**src/rtl/jtag_pkg.sv**
```systemverilog
// jtag_pkg: TAP state encoding, bit order and opcode helpers shared across JTAG blocks
package jtag_pkg;
  typedef logic [15:0] tap_state_t;
  localparam int TLR      = 15;
  localparam int RTI      = 14;
  localparam int SEL_DR   = 13;
  localparam int CAP_DR   = 12;
  localparam int SHIFT_DR = 11;
  localparam int EXIT1_DR = 10;
  localparam int PAUSE_DR = 9;
  localparam int EXIT2_DR = 8;
  localparam int UPD_DR   = 7;
  localparam int SEL_IR   = 6;
  localparam int CAP_IR   = 5;
  localparam int SHIFT_IR = 4;
  localparam int EXIT1_IR = 3;
  localparam int PAUSE_IR = 2;
  localparam int EXIT2_IR = 1;
  localparam int UPD_IR   = 0;
  localparam tap_state_t S_TLR      = tap_state_t'(1) << TLR;
  localparam tap_state_t S_RTI      = tap_state_t'(1) << RTI;
  localparam tap_state_t S_SEL_DR   = tap_state_t'(1) << SEL_DR;
  localparam tap_state_t S_CAP_DR   = tap_state_t'(1) << CAP_DR;
  localparam tap_state_t S_SHIFT_DR = tap_state_t'(1) << SHIFT_DR;
  localparam tap_state_t S_EXIT1_DR = tap_state_t'(1) << EXIT1_DR;
  localparam tap_state_t S_PAUSE_DR = tap_state_t'(1) << PAUSE_DR;
  localparam tap_state_t S_EXIT2_DR = tap_state_t'(1) << EXIT2_DR;
  localparam tap_state_t S_UPD_DR   = tap_state_t'(1) << UPD_DR;
  localparam tap_state_t S_SEL_IR   = tap_state_t'(1) << SEL_IR;
  localparam tap_state_t S_CAP_IR   = tap_state_t'(1) << CAP_IR;
  localparam tap_state_t S_SHIFT_IR = tap_state_t'(1) << SHIFT_IR;
  localparam tap_state_t S_EXIT1_IR = tap_state_t'(1) << EXIT1_IR;
  localparam tap_state_t S_PAUSE_IR = tap_state_t'(1) << PAUSE_IR;
  localparam tap_state_t S_EXIT2_IR = tap_state_t'(1) << EXIT2_IR;
  localparam tap_state_t S_UPD_IR   = tap_state_t'(1) << UPD_IR;
  function automatic logic [31:0] bypass_op(int w);
    return 32'((64'd1 << w) - 64'd1);
  endfunction
endpackage

```
**src/rtl/jtag_tap_ir_if.sv**
```systemverilog
// jtag_tap_ir_if: pad-side JTAG signals plus user-chain strobes and serial returns
interface jtag_tap_ir_if #(
  parameter int IR_WIDTH = 4,
  parameter int N_USER   = 4
);
  logic                tms;
  logic                tdi;
  logic                tdo;
  logic                tdo_en;
  logic [15:0]         tap_state;
  logic [IR_WIDTH-1:0] ir;
  logic [N_USER-1:0]   user_sel;
  logic [N_USER-1:0]   user_tdo;
  logic                capture_dr;
  logic                shift_dr;
  logic                update_dr;
  modport master (output tms, tdi, user_tdo,
                  input tdo, tdo_en, tap_state, ir, user_sel, capture_dr, shift_dr, update_dr);
  modport slave (input tms, tdi, user_tdo,
                 output tdo, tdo_en, tap_state, ir, user_sel, capture_dr, shift_dr, update_dr);
endinterface

```
**src/rtl/jtag_tap_fsm.sv**
```systemverilog
// jtag_tap_fsm: 16-state one-hot TAP controller; illegal encodings fall back to TLR
module jtag_tap_fsm
  import jtag_pkg::*;
(
  input  logic       tck,
  input  logic       trst,
  input  logic       tms,
  output tap_state_t tap_state
);
  tap_state_t state_q, state_d;
  always_ff @(posedge tck or posedge trst)
    if (trst) state_q <= S_TLR;
    else state_q <= state_d;
  always_comb begin
    state_d = S_TLR;
    case (state_q)
      S_TLR:      state_d = tms ? S_TLR      : S_RTI;
      S_RTI:      state_d = tms ? S_SEL_DR   : S_RTI;
      S_SEL_DR:   state_d = tms ? S_SEL_IR   : S_CAP_DR;
      S_CAP_DR:   state_d = tms ? S_EXIT1_DR : S_SHIFT_DR;
      S_SHIFT_DR: state_d = tms ? S_EXIT1_DR : S_SHIFT_DR;
      S_EXIT1_DR: state_d = tms ? S_UPD_DR   : S_PAUSE_DR;
      S_PAUSE_DR: state_d = tms ? S_EXIT2_DR : S_PAUSE_DR;
      S_EXIT2_DR: state_d = tms ? S_UPD_DR   : S_SHIFT_DR;
      S_UPD_DR:   state_d = tms ? S_SEL_DR   : S_RTI;
      S_SEL_IR:   state_d = tms ? S_TLR      : S_CAP_IR;
      S_CAP_IR:   state_d = tms ? S_EXIT1_IR : S_SHIFT_IR;
      S_SHIFT_IR: state_d = tms ? S_EXIT1_IR : S_SHIFT_IR;
      S_EXIT1_IR: state_d = tms ? S_UPD_IR   : S_PAUSE_IR;
      S_PAUSE_IR: state_d = tms ? S_EXIT2_IR : S_PAUSE_IR;
      S_EXIT2_IR: state_d = tms ? S_UPD_IR   : S_SHIFT_IR;
      S_UPD_IR:   state_d = tms ? S_SEL_DR   : S_RTI;
      default:    state_d = S_TLR;
    endcase
  end
  always_comb tap_state = state_q;
endmodule

```
**src/rtl/jtag_tap_ir.sv**
```systemverilog
// jtag_tap_ir: TAP with instruction register, BYPASS/IDCODE DRs, user DR channels
// and negedge-retimed TDO for the DCD/DHP test interface.
module jtag_tap_ir
  import jtag_pkg::*;
#(
  parameter int                  IR_WIDTH      = 4,
  parameter logic [31:0]         IDCODE_VALUE  = 32'h1000_0001,
  parameter logic [IR_WIDTH-1:0] IDCODE_OPCODE = 4'b0001,
  parameter int                  N_USER        = 4,
  parameter logic [IR_WIDTH-1:0] USER_BASE     = 4'b0100
)(
  input logic         tck,
  input logic         trst,
  jtag_tap_ir_if.slave bus
);
  localparam logic [IR_WIDTH-1:0] BYPASS_OP = IR_WIDTH'(bypass_op(IR_WIDTH));
  tap_state_t          st;
  logic [IR_WIDTH-1:0] ir_q, ir_d, ir_sr_q, ir_sr_d;
  logic [31:0]         id_q, id_d;
  logic                byp_q, byp_d, tdo_q, tdo_d, tdo_en_q, tdo_en_d;
  logic                is_id, dr_tdo;
  logic [N_USER-1:0]   user_sel;
  jtag_tap_fsm u_fsm (.tck(tck), .trst(trst), .tms(bus.tms), .tap_state(st));
  // All-ones wins over every other decode; unknown opcodes fall through to BYPASS
  always_comb begin
    is_id = ir_q != BYPASS_OP && ir_q == IDCODE_OPCODE;
    for (int k = 0; k < N_USER; k++)
      user_sel[k] = ir_q != BYPASS_OP && !is_id && ir_q == USER_BASE + IR_WIDTH'(k);
    dr_tdo   = is_id ? id_q[0] : |user_sel ? |(user_sel & bus.user_tdo) : byp_q;
    ir_d     = st[TLR] ? IDCODE_OPCODE : st[UPD_IR] ? ir_sr_q : ir_q;
    ir_sr_d  = st[CAP_IR] ? IR_WIDTH'(1) : st[SHIFT_IR] ? {bus.tdi, ir_sr_q[IR_WIDTH-1:1]} : ir_sr_q;
    byp_d    = st[CAP_DR] ? 1'b0 : st[SHIFT_DR] ? bus.tdi : byp_q;
    id_d     = st[CAP_DR] ? IDCODE_VALUE : st[SHIFT_DR] ? {bus.tdi, id_q[31:1]} : id_q;
    tdo_en_d = st[SHIFT_IR] | st[SHIFT_DR];
    tdo_d    = st[SHIFT_IR] ? ir_sr_q[0] : st[SHIFT_DR] ? dr_tdo : tdo_q;
  end
  always_ff @(posedge tck or posedge trst)
    if (trst) begin
      ir_q    <= IDCODE_OPCODE;
      ir_sr_q <= '0;
      id_q    <= '0;
      byp_q   <= 1'b0;
    end else begin
      ir_q    <= ir_d;
      ir_sr_q <= ir_sr_d;
      id_q    <= id_d;
      byp_q   <= byp_d;
    end
  always_ff @(negedge tck or posedge trst)
    if (trst) begin
      tdo_q    <= 1'b0;
      tdo_en_q <= 1'b0;
    end else begin
      tdo_q    <= tdo_d;
      tdo_en_q <= tdo_en_d;
    end
  assign bus.tap_state  = st;
  assign bus.ir         = ir_q;
  assign bus.user_sel   = user_sel;
  assign bus.capture_dr = st[CAP_DR] & |user_sel;
  assign bus.shift_dr   = st[SHIFT_DR] & |user_sel;
  assign bus.update_dr  = st[UPD_DR] & |user_sel;
  assign bus.tdo        = tdo_q;
  assign bus.tdo_en     = tdo_en_q;
endmodule

```
**src/flat_wrapper.sv**
```systemverilog
// flat-port wrapper written by rule: the top's interface ports become plain ports
module jtag_tap_ir_flat import jtag_pkg::*;
#(
  parameter int                  IR_WIDTH      = 4,
  parameter logic [31:0]         IDCODE_VALUE  = 32'h1000_0001,
  parameter logic [IR_WIDTH-1:0] IDCODE_OPCODE = 4'b0001,
  parameter int                  N_USER        = 4,
  parameter logic [IR_WIDTH-1:0] USER_BASE     = 4'b0100
)
  (tck, trst, bus_tms, bus_tdi, bus_user_tdo, bus_tdo, bus_tdo_en, bus_tap_state, bus_ir, bus_user_sel, bus_capture_dr, bus_shift_dr, bus_update_dr);
  jtag_tap_ir_if #(.IR_WIDTH(IR_WIDTH), .N_USER(N_USER)) bus_i ();
  input logic tck;
  input logic trst;
  input wire logic [$bits(bus_i.tms)-1:0] bus_tms;
  input wire logic [$bits(bus_i.tdi)-1:0] bus_tdi;
  input wire logic [$bits(bus_i.user_tdo)-1:0] bus_user_tdo;
  output wire logic [$bits(bus_i.tdo)-1:0] bus_tdo;
  output wire logic [$bits(bus_i.tdo_en)-1:0] bus_tdo_en;
  output wire logic [$bits(bus_i.tap_state)-1:0] bus_tap_state;
  output wire logic [$bits(bus_i.ir)-1:0] bus_ir;
  output wire logic [$bits(bus_i.user_sel)-1:0] bus_user_sel;
  output wire logic [$bits(bus_i.capture_dr)-1:0] bus_capture_dr;
  output wire logic [$bits(bus_i.shift_dr)-1:0] bus_shift_dr;
  output wire logic [$bits(bus_i.update_dr)-1:0] bus_update_dr;
  assign bus_i.tms = bus_tms;
  assign bus_i.tdi = bus_tdi;
  assign bus_i.user_tdo = bus_user_tdo;
  assign bus_tdo = bus_i.tdo;
  assign bus_tdo_en = bus_i.tdo_en;
  assign bus_tap_state = bus_i.tap_state;
  assign bus_ir = bus_i.ir;
  assign bus_user_sel = bus_i.user_sel;
  assign bus_capture_dr = bus_i.capture_dr;
  assign bus_shift_dr = bus_i.shift_dr;
  assign bus_update_dr = bus_i.update_dr;
  jtag_tap_ir #(.IR_WIDTH(IR_WIDTH), .IDCODE_VALUE(IDCODE_VALUE), .IDCODE_OPCODE(IDCODE_OPCODE), .N_USER(N_USER), .USER_BASE(USER_BASE)) u_core (.tck(tck), .trst(trst), .bus(bus_i));
endmodule
```
**config.mk**
```make
export PLATFORM = sky130hd
export DESIGN_NAME = jtag_tap_ir_flat
export DESIGN_NICKNAME = d
export VERILOG_FILES = /design/src/rtl/jtag_pkg.sv /design/src/rtl/jtag_tap_ir_if.sv /design/src/rtl/jtag_tap_fsm.sv /design/src/rtl/jtag_tap_ir.sv /design/src/flat_wrapper.sv
export SDC_FILE = /design/constraint.sdc
export NUM_CORES = 1
export LEC_CHECK = 0
export BUFFER_PORTS_ARGS = -buffer_cell sky130_fd_sc_hd__buf_2
export CORE_ASPECT_RATIO = 2
export CORE_UTILIZATION = 41
export CTS_BUF_LIST = sky130_fd_sc_hd__clkbuf_8
export CTS_CLUSTER_SIZE = 16
export DETAILED_ROUTE_END_ITERATION = 8
export GPL_TIMING_DRIVEN = 0
export MAX_ROUTING_LAYER = met4
export PLACE_DENSITY = 0.68
export SYNTH_ARGS = -nofsm -noshare
export SYNTH_HDL_FRONTEND = slang
export SYNTH_SLANG_ARGS = --single-unit
```
**constraint.sdc**
```tcl
create_clock -name tck -period 4.3 [get_ports tck]
set_clock_uncertainty 0.15 [all_clocks]
set_input_delay 0.215 -clock tck [delete_from_list [all_inputs] [get_ports tck]]
set_output_delay 0.215 -clock tck [all_outputs]
set_load 0.02 [all_outputs]
```
==> impl_results.md <==
- Result of the run: complete, no violations
- Number of standard cells after synthesis: roughly 260
- Endpoint of the worst-slack reg-to-reg timing path: u_core.bus.tdo_en
- Layout Cells excl Fill: 405
- Stage delay of the slowest cell on the critical path: between 0.3 and 0.4 ns
- Transition time of the tightest slew-check pin: 0.690 ns
- Leak pwr: approximately 1.6 nW
- Post-detailed-route wirelength per cell: 15.3 µm
- Largest net degree at the start of global routing: 33
- Inst Count DP: between 300 and 400
- Worst path most repeated cell: sky130_fd_sc_hd__clkbuf_1
- Worst-Skew Late Latency: between 0.3 and 0.4 ns
- Number of antenna cells inserted: 0
- Commonest cells after routing, fill and taps aside: sky130_fd_sc_hd__dfrtp_1, sky130_fd_sc_hd__nor2_1, sky130_fd_sc_hd__buf_2, sky130_fd_sc_hd__mux2i_1, sky130_fd_sc_hd__clkbuf_8
- Final hold violations: 0
- Max-slew violation total from the final report: 0
- Sort of element at the end of the critical path: flip-flop
- WS Path Type: flip-flop to flip-flop
- Count of yosys warnings during synthesis: 0
- Die footprint: 7160 µm²
- Horizontal extent of the die: 60.3 µm
- Max-Slew Margin vs Limit: 0.539
- GRT Residual Overflow: 0
- Routing usage on met2: 0.325
- Start point of the worst hold path: u_core.id_q[28]
- Net count of the finished layout: 320
- Initial core utilization: 0.422
- Iteration-0 DRC Markers: 54
- Standard cell core area: between 6000 and 7000 µm²
- Most Used Layer, Global Route: met2
- Vias in the first global route: around 2,100
- Total routing usage reported by global routing: 0.199
- Wire length of the first global-routing pass: about 10,000 µm
- Footprint of the multi-input gates: between 1000 and 1500 µm²
- 1st-pass router iterations: 4
- Final HPWL DP: 4590 µm
- Total CTS buffers: 9
- Met3 demand-to-capacity share in global routing: 0.0481
- Count of flip-flops with a built-in enable after synthesis: 0
- Clock Pin Slew Worst Setup and Hold Paths: 0.07 ns
- Number of distinct library cells after synthesis: 46
- Share of final-layout standard cells stronger than drive strength 1: 0.246
- Final-report setup violation count: 0
- Post-route antenna net violation count: 0
- Capture endpoint of the worst hold path: u_core.id_q[28]
- Startpoint of the worst register-to-register path: u_core.u_fsm.tap_state[11]
- Crit path cell chain: clkbuf_1 -> clkbuf_1 -> buf_2 -> or2_2
- Worst-case setup slack after placement: around 0.35 ns
- Total of fill cells in the finished design: 640
- Top cells by area, synth: sky130_fd_sc_hd__dfrtp_1, sky130_fd_sc_hd__mux2i_1, sky130_fd_sc_hd__nor2_1
- Num Clock Sinks: 58
- Synth Cell Area: between 2000 and 3000 µm²
- Number of buffers on the longest clock path: 2
- Vertical die dimension: ~120 µm
- Type of origin of the critical path: flip-flop
- Number of antenna violations at the first check in global routing: 0
- Setup WS post-layout: 0.341 ns
- Total stage count of the critical path: 4
- Final weighted congestion in routability-driven placement: ~0.88
- Kind of path behind the tightest hold check: flip-flop to flip-flop
- # Max-Cap Violations: 0
- Drt via density: approximately 5.2
- Post-synthesis average cell area: about 11 µm²
- WP data arrival: 1.83 ns
- Resized Gates After CTS: 0
- Worst supply voltage drop on vdd: 270 µV
- Count of cells along the worst hold path: 2
- Clock tree from TritonCTS: yes
- Worst r2r path cells: 4
- Required time worst endpoint: ~2.2 ns
- Area growth syn-to-layout: 19.9%
- Critical path peak fanout: 10
- Family with the most delay on the worst path: buffers and inverters
- R2r setup slk: 0.34 ns
- IO Pins: 37
- Crit-path slowest cell: sky130_fd_sc_hd__dfrtp_1
- Register cell area after layout: around 1500 µm²
- Post-CTS Setup Bufs: 0
- Detailed Route WL: between 6000 and 7000 µm
- Sequential cell area fraction in the yosys report: 0.521
- Unrepaired setup endpoints after global routing: no
- Clock Root Buffer: sky130_fd_sc_hd__clkbuf_8
- Number of buffers added on ports: 36
- Site Rows: 42
- Number of design rule violations left after detail routing: 0
- Largest area contributor in the netlist: sky130_fd_sc_hd__dfrtp_1
- H-tree level count: 3
- Flops & latches, synth: 58
- Synthesized net count: 269
- Post-synth top area share: 0.484
- Share of flip-flops with an asynchronous set or reset after synthesis: 1.00
- Met1 Usage GRT: 0.208
- Via count: roughly 2,100
- Dominant register cell in the synthesized netlist: sky130_fd_sc_hd__dfrtp_1
- Crit path buffers/inverters: 3
- Leading cell type in the layout, fill and taps excluded: sky130_fd_sc_hd__dfrtp_1
- Power density over the cells: about 420 nW/µm²
worst register-to-register path: stages (launching register included):
cell,delay [ns]
sky130_fd_sc_hd__dfrtp_1,0.39
sky130_fd_sc_hd__clkbuf_1,0.18
sky130_fd_sc_hd__clkbuf_1,0.31
sky130_fd_sc_hd__buf_2,0.32
sky130_fd_sc_hd__or2_2,0.30
cells in the mapped netlist, types with 3 or more instances:
library cell	n
sky130_fd_sc_hd__inv_1	7
sky130_fd_sc_hd__clkbuf_1	7
sky130_fd_sc_hd__or3_4	3
sky130_fd_sc_hd__nand2_1	5
sky130_fd_sc_hd__o211ai_1	3
sky130_fd_sc_hd__xor2_1	3
sky130_fd_sc_hd__nor2_1	50
sky130_fd_sc_hd__nor4b_1	3
sky130_fd_sc_hd__nor4_1	8
sky130_fd_sc_hd__o21ai_0	6
sky130_fd_sc_hd__dfrtp_1	54
sky130_fd_sc_hd__a21oi_1	3
sky130_fd_sc_hd__xnor2_1	6
sky130_fd_sc_hd__nand2b_1	3
sky130_fd_sc_hd__mux2i_1	38
sky130_fd_sc_hd__nor3_1	10
sky130_fd_sc_hd__nor2b_1	5
sky130_fd_sc_hd__buf_2	6
sky130_fd_sc_hd__and3_1	3
worst max-delay path by stage:
stage	startpoint	endpoint	slack, ns
detailed placement	u_core.u_fsm.tap_state[11]	u_core.bus.tdo_en	0.35
CTS	u_core.u_fsm.tap_state[11]	u_core.bus.tdo_en	0.32
finish	u_core.u_fsm.tap_state[11]	u_core.bus.tdo_en	0.34
global route	u_core.u_fsm.tap_state[11]	u_core.bus.tdo	0.15
global placement	trst	u_core.bus.tdo_en	-0.16
floorplan	trst	u_core.bus.tdo	0.46
state kept, by name (all words and copies together), names as in the netlist:
register,cells
u_core.u_fsm.tap_state,16
u_core.ir_sr_q,4
u_core.id_q,32
u_core.bus.tdo_en,1
u_core.bus.tdo,1
u_core.bus.ir,4
what timing repair did:
| item | CTS | global route |
|---|---|---|
| endpoints found under the hold margin | 34 | 0 |
| hold buffers | 3 | 0 |
| setup endpoints to repair | 0 | 0 |
per-stage QoR:
step                hold WS, ns  total power, mW  setup TNS [ns]  utilization  instance area (µm²)
floorplan                 0.131            0.797               0            -                 2790
global placement          0.334            0.864          -0.307        0.465                 3080
detailed placement        0.212            0.868               0        0.468                 3100
CTS                       0.358             1.40               0        0.505                 3350
global route              0.391             1.45               0        0.505                 3350
finish                    0.357             1.39               0        0.505                 3350
cell type report:
type,count,area share
Buffer,18,0.0292
Clock buffer,12,0.0494
Clock inverter,4,0.0146
Inverter,7,0.00785
Multi-Input combinational cell,178,0.363
Sequential cell,58,0.435
Tap cell,88,0.0329
Timing Repair Buffer,40,0.0688
layer usage:
layer | routed length [µm] | up-vias | part of all wire
li1 | - | 1010 | -
met1 | 2360 | 1041 | 0.38
met2 | 3370 | 49 | 0.55
met3 | 197 | 21 | 0.032
met4 | 250 | 0 | 0.040
met5 | 0 | - | 0
kinds of logic after synthesis:
kind of cell    share of synthesized area
simple gates                        0.204
flops                               0.521
mux                                 0.144
buf+inv                            0.0444
compound gates                     0.0587
xor+xnor                           0.0282
power by group:
part | total [mW] | switching (mW) | leakage (nW) | internal, mW
registers | 0.615 | 0.0314 | 0.794 | 0.584
logic | 0.245 | 0.136 | 0.714 | 0.109
clock network | 0.534 | 0.220 | 0.112 | 0.314
total | 1.39 | 0.387 | 1.62 | 1.01
No activity file was read; power rests on OpenSTA's default activity.
